### config.mk
export PLATFORM = sky130hd
export DESIGN_NAME = irq_ctrl
export DESIGN_NICKNAME = d
export VERILOG_FILES = /design/src/rtl/irq_pkg.sv /design/src/rtl/sync_ff.sv /design/src/rtl/irq_ctrl.sv
export SDC_FILE = /design/constraint.sdc
export NUM_CORES = 1
export LEC_CHECK = 0
export ABC_AREA = 1
export BUFFER_PORTS_ARGS = -buffer_cell sky130_fd_sc_hd__buf_2
export CAP_MARGIN = 10
export CORE_ASPECT_RATIO = 0.8
export CORE_MARGIN = 4
export CORE_UTILIZATION = 30
export CTS_BUF_LIST = sky130_fd_sc_hd__clkbuf_2 sky130_fd_sc_hd__clkbuf_4 sky130_fd_sc_hd__clkbuf_8
export DETAILED_ROUTE_END_ITERATION = 10
export GPL_ROUTABILITY_DRIVEN = 0
export HOLD_SLACK_MARGIN = 0.05
export SYNTH_ARGS = -nofsm -noshare
export SYNTH_HDL_FRONTEND = slang
export SYNTH_HIERARCHICAL = 1
export SYNTH_SLANG_ARGS = --single-unit
### constraint.sdc
create_clock -name clk -period 1.2 [get_ports clk]
set_input_delay 0.12 -clock clk [delete_from_list [all_inputs] [get_ports clk]]
set_output_delay 0.12 -clock clk [all_outputs]
set_load 0.05 [all_outputs]
### src/rtl/irq_pkg.sv
// Shared CSR addresses, bit positions, cause codes and FSM state type for irq_ctrl.
// Latency: none (definitions only).
// Backpressure: none (definitions only).
package irq_pkg;

  // CSR addresses owned by the interrupt controller
  localparam logic [11:0] CSR_MSTATUS = 12'h300;
  localparam logic [11:0] CSR_MIE     = 12'h304;
  localparam logic [11:0] CSR_MTVEC   = 12'h305;
  localparam logic [11:0] CSR_MEPC    = 12'h341;
  localparam logic [11:0] CSR_MCAUSE  = 12'h342;
  localparam logic [11:0] CSR_MIP     = 12'h344;

  // mstatus bit positions
  localparam int MIE_BIT  = 3;
  localparam int MPIE_BIT = 7;

  // mie/mip bit positions
  localparam int MSI = 3;
  localparam int MTI = 7;
  localparam int MEI = 11;

  // Writable bits of mie
  localparam logic [31:0] MIE_MASK = 32'h0000_0888;

  // Interrupt cause codes (low nibble of mcause)
  localparam logic [3:0] CODE_MSI = 4'd3;
  localparam logic [3:0] CODE_MTI = 4'd7;
  localparam logic [3:0] CODE_MEI = 4'd11;

  typedef enum logic {
    IDLE = 1'b0,
    REQ  = 1'b1
  } irq_state_e;

  // Interrupt cause word: interrupt flag in bit 31, code in the low nibble
  function automatic logic [31:0] mk_cause(input logic [3:0] code);
    return {1'b1, 27'b0, code};
  endfunction

endpackage

### src/rtl/sync_ff.sv
// Multi-flop synchroniser for a single asynchronous level input.
// Latency: STAGES clk from input change to q.
// Backpressure: none; samples every cycle.
module sync_ff #(
  parameter int STAGES = 2
) (
  input  logic clk,
  input  logic rst_n,
  input  logic d,
  output logic q
);

  logic [STAGES-1:0] chain;

  // Shift the asynchronous level through the flop chain
  always_ff @(posedge clk or negedge rst_n) begin
    if (!rst_n) begin
      chain <= '0;
    end else begin
      chain <= {chain[STAGES-2:0], d};
    end
  end

  assign q = chain[STAGES-1];

endmodule

### src/rtl/irq_ctrl.sv
// Machine-mode interrupt controller: owns mstatus.MIE/MPIE, mie, mip, mtvec, mepc, mcause; raises traps, handles mret.
// Latency: trap_req 1 clk after a qualifying MTIP/MSIP, SYNC_STAGES+1 clk after MEIP.
// Backpressure: trap_req/trap_cause hold until trap_ack, or withdraw if the latched source gets masked.
module irq_ctrl
  import irq_pkg::*;
#(
  parameter int          SYNC_STAGES = 2,
  parameter logic [31:0] MTVEC_RST   = 32'h0000_0000
) (
  input  logic        clk,
  input  logic        rst_n,
  input  logic        int_timer,
  input  logic        int_soft,
  input  logic        int_ext,
  input  logic        csr_sel,
  input  logic [11:0] csr_addr,
  input  logic        csr_we,
  input  logic [31:0] csr_wdata,
  output logic [31:0] csr_rdata,
  input  logic [31:0] trap_pc,
  input  logic        trap_ack,
  input  logic        mret,
  output logic        trap_req,
  output logic [31:0] trap_cause,
  output logic [31:0] mtvec_o,
  output logic [31:0] mepc_o
);

  irq_state_e  state;
  logic        st_mie;
  logic        st_mpie;
  logic [31:0] mie_r;
  logic [31:2] mtvec_r;
  logic [31:2] mepc_r;
  logic [31:0] mcause_r;

  logic        meip_s;
  logic        csr_wr;
  logic [31:0] mip;
  logic [31:0] pending;
  logic [31:0] mstatus_rd;
  logic [3:0]  win_code;
  logic        take_trap;
  logic        cause_en;
  logic        withdraw;

  sync_ff #(
    .STAGES (SYNC_STAGES)
  ) u_meip_sync (
    .clk   (clk),
    .rst_n (rst_n),
    .d     (int_ext),
    .q     (meip_s)
  );

  assign csr_wr   = csr_sel & csr_we;
  assign trap_req = (state == REQ);
  assign mtvec_o  = {mtvec_r, 2'b00};
  assign mepc_o   = {mepc_r, 2'b00};

  // Pending/priority evaluation, withdraw condition and CSR read mux
  always_comb begin
    mip          = '0;
    mip[MEI]     = meip_s;
    mip[MTI]     = int_timer;
    mip[MSI]     = int_soft;
    pending      = mip & mie_r;

    mstatus_rd           = '0;
    mstatus_rd[12:11]    = 2'b11;
    mstatus_rd[MIE_BIT]  = st_mie;
    mstatus_rd[MPIE_BIT] = st_mpie;

    // Later assignments override earlier ones: MEI > MSI > MTI
    win_code = CODE_MTI;
    if (pending[MSI]) win_code = CODE_MSI;
    if (pending[MEI]) win_code = CODE_MEI;

    // mret owns its cycle; no new trap is started while MIE is being restored
    take_trap = (state == IDLE) && st_mie && (|pending) && !mret;

    // Enable bit of the cause already latched, not of the current winner
    cause_en = 1'b0;
    case (trap_cause[3:0])
      CODE_MEI: cause_en = mie_r[MEI];
      CODE_MSI: cause_en = mie_r[MSI];
      CODE_MTI: cause_en = mie_r[MTI];
      default:  cause_en = 1'b0;
    endcase
    withdraw = !st_mie || !cause_en;

    csr_rdata = '0;
    if (csr_sel) begin
      case (csr_addr)
        CSR_MSTATUS: csr_rdata = mstatus_rd;
        CSR_MIE:     csr_rdata = mie_r;
        CSR_MTVEC:   csr_rdata = {mtvec_r, 2'b00};
        CSR_MEPC:    csr_rdata = {mepc_r, 2'b00};
        CSR_MCAUSE:  csr_rdata = mcause_r;
        CSR_MIP:     csr_rdata = mip;
        default:     csr_rdata = '0;
      endcase
    end
  end

  // CSR writes, then FSM/mret/ack updates; later assignments win on conflicts
  always_ff @(posedge clk or negedge rst_n) begin
    if (!rst_n) begin
      state      <= IDLE;
      st_mie     <= 1'b0;
      st_mpie    <= 1'b0;
      mie_r      <= '0;
      mtvec_r    <= MTVEC_RST[31:2];
      mepc_r     <= '0;
      mcause_r   <= '0;
      trap_cause <= '0;
    end else begin
      if (csr_wr) begin
        case (csr_addr)
          CSR_MSTATUS: begin
            st_mie  <= csr_wdata[MIE_BIT];
            st_mpie <= csr_wdata[MPIE_BIT];
          end
          CSR_MIE:    mie_r    <= csr_wdata & MIE_MASK;
          CSR_MTVEC:  mtvec_r  <= csr_wdata[31:2];
          CSR_MEPC:   mepc_r   <= csr_wdata[31:2];
          CSR_MCAUSE: mcause_r <= csr_wdata;
          default: ;
        endcase
      end

      case (state)
        IDLE: begin
          if (mret) begin
            st_mie  <= st_mpie;
            st_mpie <= 1'b1;
          end else if (take_trap) begin
            state      <= REQ;
            trap_cause <= mk_cause(win_code);
          end
        end
        REQ: begin
          // An ack means the core already committed to the trap, so it is
          // honoured even if the source was masked in the same cycle.
          if (trap_ack) begin
            state    <= IDLE;
            mepc_r   <= trap_pc[31:2];
            mcause_r <= trap_cause;
            st_mpie  <= st_mie;
            st_mie   <= 1'b0;
          end else if (withdraw) begin
            state <= IDLE;
          end
        end
        default: state <= IDLE;
      endcase
    end
  end

endmodule

==> impl_metrics.ini <==
[yosys]
synth_top_flop_cell = dfrtp_1
synth_top_area_share = 0.431
synth_enable_flop_cells = 0
synth-seq-cells = 103
synthCells = 847
yosysMostFrequentCell = nand2_1
synth-async-reset-ratio = 1.00
yosys.cell_types.count = 32
synth.cell_area_sq_um = 5970
yosysSeqAreaShare = 0.431
yosys.area.top_type = dfrtp_1
avgSynthCellArea_sq_um = 7.05
ys_top_cells_by_area = dfrtp_1, nand2_1, inv_1
ys_warn_count = 6
synth_common_cells = nand2_1, inv_1, dfrtp_1

[setup_path]
startpoint_type = input pin
reg2regPathDepth = 6
critPathKind = in2out
r2r-start = trap_req
cp_data_arrival_time_ns = 1.46
required_ns = 1.08
startpoint = csr_addr[5]
slowest_stage = nor2_8
crit_path_end_kind = primary output
critPathCapture = csr_rdata[12]
max_stage_delay_ns = 0.18
r2r-end = mepc_r[2]
path_cells = buf_6 > nor2_4 > nand2_4 > nor2_8 > o21ai_1 > nand2_1 > o21ai_4 > buf_12 > buf_12 > nor2_4 > buf_8
crit_fanout = 7
path_buf_inv = 4
regToRegSetupSlack_ns = -0.10
cp_top_family = simple AND/OR/NAND/NOR gates
critical_path_depth = 11

[global_route]
grt_start_max_net_pins = 48
grt_pass1_vias = 6311
grt-ovfl-total = 0
antenna_found_initial = 1
track_usage = 0.194
grt_pass1_wl_microns = 34500

[floorplanning]
ioPinCount = 214
rows = 45
die_w_microns = 166
start_util = 0.310
core_area_sq_um = 19300
die_h_microns = 134
dieArea_sq_um = 22300

[power_and_ir_drop]
leakagePower_nw = 5.50
cellPowerDensity_nw_per_um2 = 702
total_power_w = 0.00740
ir_drop_mv = 0.472

[layout]
utilization = 0.547
drive_above_1_share = 0.433
area_growth_syn_to_layout_pct = 76.3
design_area_sq_um = 10500
final_nets = 1248

[timing]
finalWorstSetupSlack_ns = -0.383
rsz0062_at_grt = true
fmax_mhz = 632
slew_viol_final = 0
fin_crit_ns = 1.58
setup_viol_count_final = 122
hold_viol = 0
final.period_utilization = 1.32
tns_ns = -13.58
clock_skew_ns = 0.0183

[place]
place_ws_ns = -0.462
dp_hpwl_microns = 15100
placed_area_sq_um = 7750
io_buffers = 180

[routing]
drtAntennaViolNets = 0
drt-pass1-iter-count = 5
routed_via_density = 4.59
wl_microns = 24400
routedWlPerCell_microns = 17.1
drc = 0
num_vias = 6550
drtIter0Drc = 455

[cts]
clk_latency_ns = 0.40
h-tree-depth = 3
cts-root-buf = clkbuf_8
clk_pin_slew_ns = 0.12
cts.sinks = 103
cts_tree = yes
cts_buffers = 9
cts_buffer_depth = 2

[min_path]
min_path_cells = 4
worst_hold_path_type = in2reg

[outcome]
status = finished, violations left
violations = setup timing

[job]
maxCapViolCount = 0
what timing repair did:
item,CTS,global route
pin swaps,39,25
buffers inserted,22,9
endpoints found under the setup margin,76,156
hold endpoints to repair,196,0
cloned,3,14
gates resized for setup,196,216
hold buffers,64,0
how the worst min path moves through the flow:
| stage | from | end | slack (ns) |
|---|---|---|---|
| finish | mret | trap_cause[2] | 0.1 |
| floorplan | rst_n | mcause_r[0] | -0.18 |
| detailed placement | rst_n | mepc_r[10] | 0.006 |
| global placement | rst_n | mepc_r[10] | 0.01 |
| global route | int_soft | trap_cause[2] | 0.09 |
| CTS | int_soft | trap_cause[2] | 0.05 |
routing by layer:
layer | wire, microns | up-vias | GRT usage | part of all wire
li1 | - | 3185 | - | -
met1 | 10900 | 3135 | 0.267 | 0.45
met2 | 11800 | 213 | 0.320 | 0.49
met3 | 1480 | 17 | 0.0424 | 0.061
met4 | 184 | 0 | 0.0357 | 0.0076
met5 | 0 | - | 0 | 0
stage by stage:
step / instances / hold WS [ns]
finish: 1427 / 0.0984
global route: 1427 / 0.0874
CTS: 1406 / 0.0519
detailed placement: 1301 / 0.00560
global placement: 1301 / 0.0102
floorplan: 877 / -0.176
power breakdown:
part,internal (W),total [W],switching (W)
sequential,0.00359,0.00367,0.0000777
combinational,0.000539,0.00149,0.000948
clock,0.000851,0.00224,0.00139
registers in the layout (all words and copies together), names as in the netlist:
name / flops
trap_cause: 3
trap_req: 1
u_meip_sync/chain: 2
mie_r: 3
mepc_r: 30
st_mie: 1
st_mpie: 1
mcause_r: 32
mtvec_r: 30
layout make-up:
cell class,instances,area [sq um]
diodes,1,2.50
clock buffers,10,138
clock inverters,6,51.3
fillers,1764,8720
inverters,134,603
multi-input cells,569,3340
flip-flops and latches,103,2590
well taps,258,323
repair buffers,346,3490
cell families (layout without fill, tap and decap cells):
group           Yosys count  after routing  synth area share
compound gates          111            111            0.0970
buf+inv                 206            496             0.170
flops                   103            103             0.431
other cells               1             32          0.000628
simple gates            426            427             0.301
layout by cell type (no fill, tap or decap), drive strengths merged:
cell type and count:
clkinv 4, nor2 65, nand4 5, clkbuf 35, inv 124, o211ai 3, nand2 282, nor3 2
buf 257, dlygate4sd3 64, o22ai 1, nand3 73, o21ai 73, conb 31, o21bai 1, clkinvlp 12
diode 1, o311ai 1, a21oi 31, a32o 1, dfrtp 103
worst reg2reg max path, cell delays in order, from the launching register on:
cell and delay, ns:
dfrtp_2 0.53, nand2_8 0.16, clkinv_8 0.09, buf_12 0.14, clkbuf_16 0.17, nand2_2 0.06
nand2_1 0.04
(Power assumes the default switching activity.)
